`src/rtl/dmem_arb_pkg.sv`:
```
// dmem_arb_pkg: shared widths and read-owner encoding for the dmem arbiter
package dmem_arb_pkg;
  localparam int DEF_ADDR_W = 12;
  localparam int DEF_DATA_W = 32;
  typedef enum logic [1:0] {OWN_NONE = 2'd0, OWN_PROC = 2'd1, OWN_DBG = 2'd2} rd_owner_e;
endpackage

```
`src/rtl/dmem_arb_starve_ctr.sv`:
```
// dmem_arb_starve_ctr: saturating starvation counter with clear
module dmem_arb_starve_ctr #(
  parameter int STARVE_LIMIT = 4
) (
  input  logic clock,
  input  logic reset,
  input  logic clr,
  output logic at_limit
);
  localparam logic [3:0] LIM = 4'(STARVE_LIMIT);
  logic [3:0] cnt_q, cnt_d;
  always_comb begin
    cnt_d = clr ? 4'd0 : (cnt_q == LIM) ? cnt_q : cnt_q + 4'd1;
    at_limit = cnt_q == LIM;
  end
  always_ff @(posedge clock)
    if (!reset) cnt_q <= 4'd0;
    else cnt_q <= cnt_d;
endmodule

```
`src/rtl/dmem_arbiter.sv`:
```
// dmem_arbiter: processor/debug arbiter for the shared single-port dmem
module dmem_arbiter
  import dmem_arb_pkg::*;
#(
  parameter int ADDR_W = DEF_ADDR_W,
  parameter int DATA_W = DEF_DATA_W,
  parameter int STARVE_LIMIT = 4
) (
  input  logic              clock,
  input  logic              reset,
  input  logic              proc_req,
  input  logic              proc_wren,
  input  logic [ADDR_W-1:0] proc_addr,
  input  logic [DATA_W-1:0] proc_wdata,
  output logic              proc_gnt,
  output logic              proc_stall,
  output logic              proc_rvalid,
  output logic [DATA_W-1:0] proc_rdata,
  input  logic              dbg_req,
  input  logic              dbg_wren,
  input  logic [ADDR_W-1:0] dbg_addr,
  input  logic [DATA_W-1:0] dbg_wdata,
  output logic              dbg_gnt,
  output logic              dbg_rvalid,
  output logic [DATA_W-1:0] dbg_rdata,
  output logic [ADDR_W-1:0] address_dmem,
  output logic [DATA_W-1:0] data,
  output logic              wren,
  input  logic [DATA_W-1:0] q_dmem
);
  logic at_limit;
  rd_owner_e rd_owner_q, rd_owner_d;
  dmem_arb_starve_ctr #(.STARVE_LIMIT(STARVE_LIMIT)) u_starve (
    .clock(clock),
    .reset(reset),
    .clr(~dbg_req | dbg_gnt),
    .at_limit(at_limit)
  );
  always_comb begin
    dbg_gnt = reset & dbg_req & (~proc_req | at_limit);
    proc_gnt = reset & proc_req & ~dbg_gnt;
    proc_stall = proc_req & ~proc_gnt;
    address_dmem = dbg_gnt ? dbg_addr : proc_addr;
    data = dbg_gnt ? dbg_wdata : proc_wdata;
    wren = dbg_gnt ? dbg_wren : proc_gnt & proc_wren;
    rd_owner_d = (proc_gnt & ~proc_wren) ? OWN_PROC : (dbg_gnt & ~dbg_wren) ? OWN_DBG : OWN_NONE;
    proc_rvalid = rd_owner_q == OWN_PROC;
    dbg_rvalid = rd_owner_q == OWN_DBG;
    proc_rdata = proc_rvalid ? q_dmem : '0;
    dbg_rdata = dbg_rvalid ? q_dmem : '0;
  end
  always_ff @(posedge clock)
    if (!reset) rd_owner_q <= OWN_NONE;
    else rd_owner_q <= rd_owner_d;
endmodule

```
`config.mk`:
```
export PLATFORM = sky130hd
export DESIGN_NAME = dmem_arbiter
export DESIGN_NICKNAME = d
export VERILOG_FILES = /design/src/rtl/dmem_arb_pkg.sv /design/src/rtl/dmem_arb_starve_ctr.sv /design/src/rtl/dmem_arbiter.sv
export SDC_FILE = /design/constraint.sdc
export NUM_CORES = 1
export LEC_CHECK = 0
export ABC_AREA = 1
export CAP_MARGIN = 20
export CORE_AREA = 2 2 93 95
export DETAILED_ROUTE_END_ITERATION = 6
export DIE_AREA = 0 0 95 97
export DONT_BUFFER_PORTS = 1
export GPL_TIMING_DRIVEN = 0
export SYNTH_ARGS = -nofsm -noshare
export SYNTH_HDL_FRONTEND = slang
export SYNTH_SLANG_ARGS = --single-unit
```
`constraint.sdc`:
```
create_clock -name clock -period 1.4 [get_ports clock]
set_clock_uncertainty 0.05 [all_clocks]
set_input_delay 0.21 -clock clock [delete_from_list [all_inputs] [get_ports clock]]
set_output_delay 0.21 -clock clock [all_outputs]
set_load 0.005 [all_outputs]
```
Word-level counts from Yosys, hierarchy flattened
Cells that the tools add are included.
{ "classes": {"addsub": 1, "n_eq_ne": 3, "n_mux": 7, "bitwise_logic": 17, "reduce_logical": 2} }
{ "ops": {"columns": ["operator", "n"], "rows": [
  ["two-way mux 32 bit", 3],
  ["two-way mux 12 bit", 1],
  ["bitwise AND 1 bit", 8],
  ["inverter 1 bit", 7],
  ["adder 4 x 1 -> 4 bit (second input constant)", 1],
  ["== test 4 x 3 -> 1 bit (second input constant)", 1],
  ["OR reduction 2 bit", 2],
  ["== test 2 x 1 -> 1 bit (second input constant)", 1],
  ["== test 2 bit (second input constant)", 1],
  ["two-way mux 1 bit", 2],
  ["two-way mux 2 bit", 1],
  ["bitwise OR 1 bit", 2]
]} }
{ "word_totals": {"ff_bits": 6, "input_bits": 126, "out_inout_bits": 114, "elab_cells": 33} }

Depth between registers and ports, before layout
{ "logic_depth": {"ltp_word": 7, "depth_mapped": 9, "mapped_depth_nobuf": 7} }

Modules after synthesis
Synthesis repeated with hierarchy kept, for this count alone.
{ "hier_totals": {"cells_unflattened": 305, "hier_area_um2": 1368.8} }
{ "modules_own_cells": {"columns": ["module", "instances", "cells_per_inst", "area_each_um2"], "rows": [
  ["dmem_arbiter", 1, 268, 1127.3],
  ["dmem_arb_starve_ctr", 1, 37, 241.5]
]} }

Worst setup path before layout
OpenSTA, ideal clock, no wires.
{ "synth_timing": {"kind": "register to output", "start": "reg u_starve.cnt_q[0]", "end": "out data[10]", "t_arrival_ns": 1.289, "t_required_ns": 1.140, "setup_slack_ns": -0.149, "stages_incl_launch_ff": 10, "path_buffers": 2, "path_cell_list": "dfxtp_1 inv_1 ha_1 nand3_2 nand2_1 nand2_1 buf_2 buf_4 nand2_1 nand2_1"} }
{ "synth_between": {"elab_chain_len": 4} }
{ "synth_lines": {"columns": ["item", "line_no", "rtl"], "rows": [
  ["from (decl)", "dmem_arb_starve_ctr.sv:11", "logic [3:0] cnt_q, cnt_d;"],
  ["from (signal assigned)", "dmem_arb_starve_ctr.sv:18", "else cnt_q <= cnt_d;"],
  ["== test 4 x 3 -> 1 bit", "dmem_arb_starve_ctr.sv:14", "at_limit = cnt_q == LIM;"],
  ["bitwise OR 1 bit", "dmem_arbiter.sv:40", "dbg_gnt = reset & dbg_req & (~proc_req | at_limit);"],
  ["bitwise AND 1 bit", "dmem_arbiter.sv:40", null],
  ["two-way mux 32 bit", "dmem_arbiter.sv:44", "data = dbg_gnt ? dbg_wdata : proc_wdata;"],
  ["to (decl)", "dmem_arbiter.sv:27", "output logic [DATA_W-1:0] data,"]
]} }
Every way passes these cells.

Worst setup path after layout
{ "layout_timing": {"start": "reg u_starve.cnt_q[1]", "end": "out address_dmem[8]"} }
{ "layout_between": {"elab_chain_len": 4} }
{ "layout_lines": {"columns": ["item", "line_no", "rtl"], "rows": [
  ["== test 4 x 3 -> 1 bit", "dmem_arb_starve_ctr.sv:14", null],
  ["bitwise OR 1 bit", "dmem_arbiter.sv:40", null],
  ["bitwise AND 1 bit", "dmem_arbiter.sv:40", null],
  ["two-way mux 12 bit", "dmem_arbiter.sv:43", "address_dmem = dbg_gnt ? dbg_addr : proc_addr;"],
  ["to (decl)", "dmem_arbiter.sv:26", "output logic [ADDR_W-1:0] address_dmem,"]
]} }
Every way passes these cells.

==> flow_metrics.py <==
metrics = {
    "cells_and_area": {
        "drive_gt1_share_pct": 37.54,
        "fin_cells": 414,
        "finalNetCount": 439,
        "syn_to_final_growth_pct": 75.40,
        "regArea_um2": 125.1,
        "mostFrequentLayoutCell": "nand2_1",
        "final_cell_mix": "nand2_1 (121), inv_1 (36), nor2_4 (33), nor2_1 (25), nand2_2 (18)",
        "insertedDiodeCount": 0,
        "multi_input_area_um2": 1269,
        "fill_cells": 880,
    },
    "clocking": {
        "htreeDepth": 1,
        "clockBufferDepth": 2,
        "clock-sinks": 6,
        "clk_transition_reported_paths_ns": 0.04,
        "cts_buffers": 3,
        "cts_tree": "yes",
        "root_buffer": "clkbuf_8",
        "clk_latency_ns": 0.23,
    },
    "timing": {
        "worst_pin_slew_ns": 0.2226,
        "fin_crit_sh_pct": 121.9,
        "rsz0062_at_grt": "yes",
        "hold_viol": 0,
        "fin_crit_ns": 1.707,
        "max_slew_margin_pct": 85.16,
        "fmax_mhz": 585.8,
        "setup_ws_ns": -0.3071,
        "setup_viol": 79,
        "fin_setup_tns_ns": -14.61,
        "drv_slew": 0,
    },
    "worst_setup_path": {
        "critPathCaptureType": "output port",
        "cp.arrival_ns": 1.45,
        "startpoint_type": "flop",
        "reg2reg_from": "u_starve.cnt_q[1]$_SDFFE_PP0N_",
        "path_delay_family": "buffers and inverters",
        "reg2reg_to": "u_starve.cnt_q[1]$_SDFFE_PP0N_",
        "cp_max_fo": 10,
        "slowest_delay_ns": 0.32,
        "path_cells": "inv_2 > ha_4 > nand3_4 > a21oi_4 > buf_12 > buf_8 > nand2_1 > nand2_2",
        "path_buf_inv": 3,
        "path_class": "reg2out",
        "cp.required_ns": 1.14,
        "reg2reg_setup_slack_ns": 0.17,
        "ff2ff_path_depth": 7,
        "slowest_stage": "dfxtp_2",
    },
    "outcome": {
        "violations": "negative setup slack",
        "run_status": "finished, violations left",
    },
    "global_routing": {
        "grtUsageTotal_pct": 11.73,
        "grt_pass1_vias": 1665,
        "grt_max_degree": 11,
        "grt_pass1_wl_um": 8342,
        "overflow": 0,
        "grt_antenna_before_repair": 0,
    },
    "place": {
        "gp_congestion": 0.8532,
        "place_hpwl_um": 4986,
        "dp.cells": 390,
        "io_buffers": 0,
        "place_ws_ns": -0.2316,
    },
    "power": {
        "pwr-share-seq_pct": 20.4,
        "netSwitchingFraction_pct": 40.09,
        "p_per_area_nw_per_um2": 403.7,
        "switching_power_mw": 0.3524,
        "combPwrFrac_pct": 48.7,
        "p_int_mw": 0.5265,
        "peakVddDrop_mv": 0.2659,
        "p_clk_share_pct": 30.9,
        "leakage_nw": 1.116,
    },
    "routing": {
        "ant_nets": 0,
        "routed_wl_um": 6199,
        "first_pass_iters": 4,
        "vias": 1832,
        "drc_errors": 0,
        "drtIter0Drc": 45,
        "wl_per_cell_um": 14.97,
        "vias_per_cell": 4.425,
    },
    "yosys": {
        "ys_ff_latch": 6,
        "ys_types": 16,
        "synth_top_area_share_pct": 42.64,
        "yosysTopAreaCell": "nand2_1",
        "synth_area_um2": 1241,
        "syn-mean-instance-area_um2": 4.355,
        "ys_seq_area_share_pct": 9.677,
        "synth_nets": 413,
        "synth_area_leaders": "nand2_1 (43%), nor2_1 (21%), inv_1 (12%)",
        "synth_cells": 285,
        "ys_warn_count": 0,
    },
    "worst_hold_path": {
        "hp-start": "proc_req",
        "hp-class": "in2reg",
        "worst_hold_path.num_cells": 2,
        "hold_end": "u_starve.cnt_q[0]$_SDFFE_PP0N_",
    },
    "job": {
        "max_cap_viol_count": 0,
    },
    "floorplanning": {
        "initial_core_util_pct": 15.26,
        "rows": 33,
        "ioPinCount": 240,
        "fp.dieArea_um2": 9215,
        "die_w_um": 95,
        "die_h_um": 97,
        "core-area_um2": 8134,
    },
}
## how the worst max path moves through the flow
stage                                        start              end  slack, ns  cells after the start
floorplan           u_starve.cnt_q[1]$_SDFFE_PP0N_         data[22]      -0.02                      7
global placement    u_starve.cnt_q[1]$_SDFFE_PP0N_  address_dmem[8]      -0.21                      7
detailed placement  u_starve.cnt_q[1]$_SDFFE_PP0N_  address_dmem[6]      -0.23                      7
CTS                 u_starve.cnt_q[1]$_SDFFE_PP0N_         data[16]      -0.29                      8
global route        u_starve.cnt_q[1]$_SDFFE_PP0N_         data[10]      -0.39                      8
finish              u_starve.cnt_q[1]$_SDFFE_PP0N_  address_dmem[8]      -0.31                      8
## cell type report
class | instances | share of cell area [%]
Sequential cell | 6 | 5.747
Multi-Input combinational cell | 223 | 58.28
Buffer | 15 | 9.425
Tap cell | 105 | 6.034
Clock buffer | 3 | 1.897
Timing Repair Buffer | 21 | 11.32
Inverter | 41 | 7.299
## kinds of logic (layout without fill, tap and decap cells)
logic type               after synthesis  in the layout  share of synthesized area (%)
AO/OA/AOI/OAI                          3              3                          2.319
XOR/XNOR                               2              2                          1.412
adder cells (fa/ha/maj)                2              2                          2.016
buffers and inverters                 56             80                          18.25
flip-flops                             6              6                          9.678
AND/OR/NAND/NOR                      216            216                          66.33
## repair_timing
action,in CTS,in global routing
hold buffers,2,0
hold endpoints to repair,2,0
setup endpoints to repair,110,108
gates cloned,5,1
pin swaps,7,2
gates resized for setup,95,50
buffers inserted,9,4
## cells in the mapped netlist
| cell | instances |
|---|---|
| buf_2 | 4 |
| nand3_1 | 3 |
| a21oi_1 | 1 |
| a21oi_4 | 1 |
| a21boi_0 | 1 |
| xnor2_1 | 1 |
| nand4_1 | 1 |
| nand3_2 | 1 |
| nor2_1 | 70 |
| nand2_1 | 141 |
| clkbuf_1 | 8 |
| buf_4 | 3 |
| dfxtp_1 | 6 |
| ha_1 | 2 |
| xor2_1 | 1 |
| inv_1 | 41 |
## metrics by stage
stage / cell area [um2] / power (mW) / utilization (%) / hold slack, ns
6_report: 2177 / 0.8789 / 26.77 / 0.1437
5_1_grt: 2177 / 0.9355 / 26.77 / 0.1795
3_5_place_dp: 1436 / 0.4641 / 17.66 / 0.2347
2_1_floorplan: 1305 / 0.4067 / - / 0.2324
3_3_place_gp: 1436 / 0.4581 / 17.66 / 0.2358
4_1_cts: 1954 / 0.8400 / 24.03 / 0.1479
## state kept, by name (all words and copies together) (netlist names)
register        flops
u_starve.cnt_q      4
rd_owner_q          2
## worst reg2reg max path, delay by kind of cell, from the launching register on
| kind | cells | cell delay (ns) |
|---|---|---|
| flops | 1 | 0.32 |
| compound gates | 1 | 0.07 |
| buf+inv | 3 | 0.33 |
| fa+ha+maj | 1 | 0.14 |
| simple gates | 2 | 0.21 |
## layer usage
metal | share of wire, % | global-route usage (%)
met5 | 0 | 0
met4 | 0.97 | 2.453
met3 | 8.2 | 1.869
met2 | 54 | 23.51
met1 | 37 | 12.36
## power by group through the flow
stage / logic [mW] / clock network (mW) / registers [mW]
global placement: 0.277 / 0 / 0.181
global route: 0.469 / 0.287 / 0.179
CTS: 0.385 / 0.276 / 0.179
finish: 0.428 / 0.272 / 0.179
floorplan: 0.226 / 0 / 0.180
detailed placement: 0.283 / 0 / 0.181
Power figures use the tool's default switching activity.
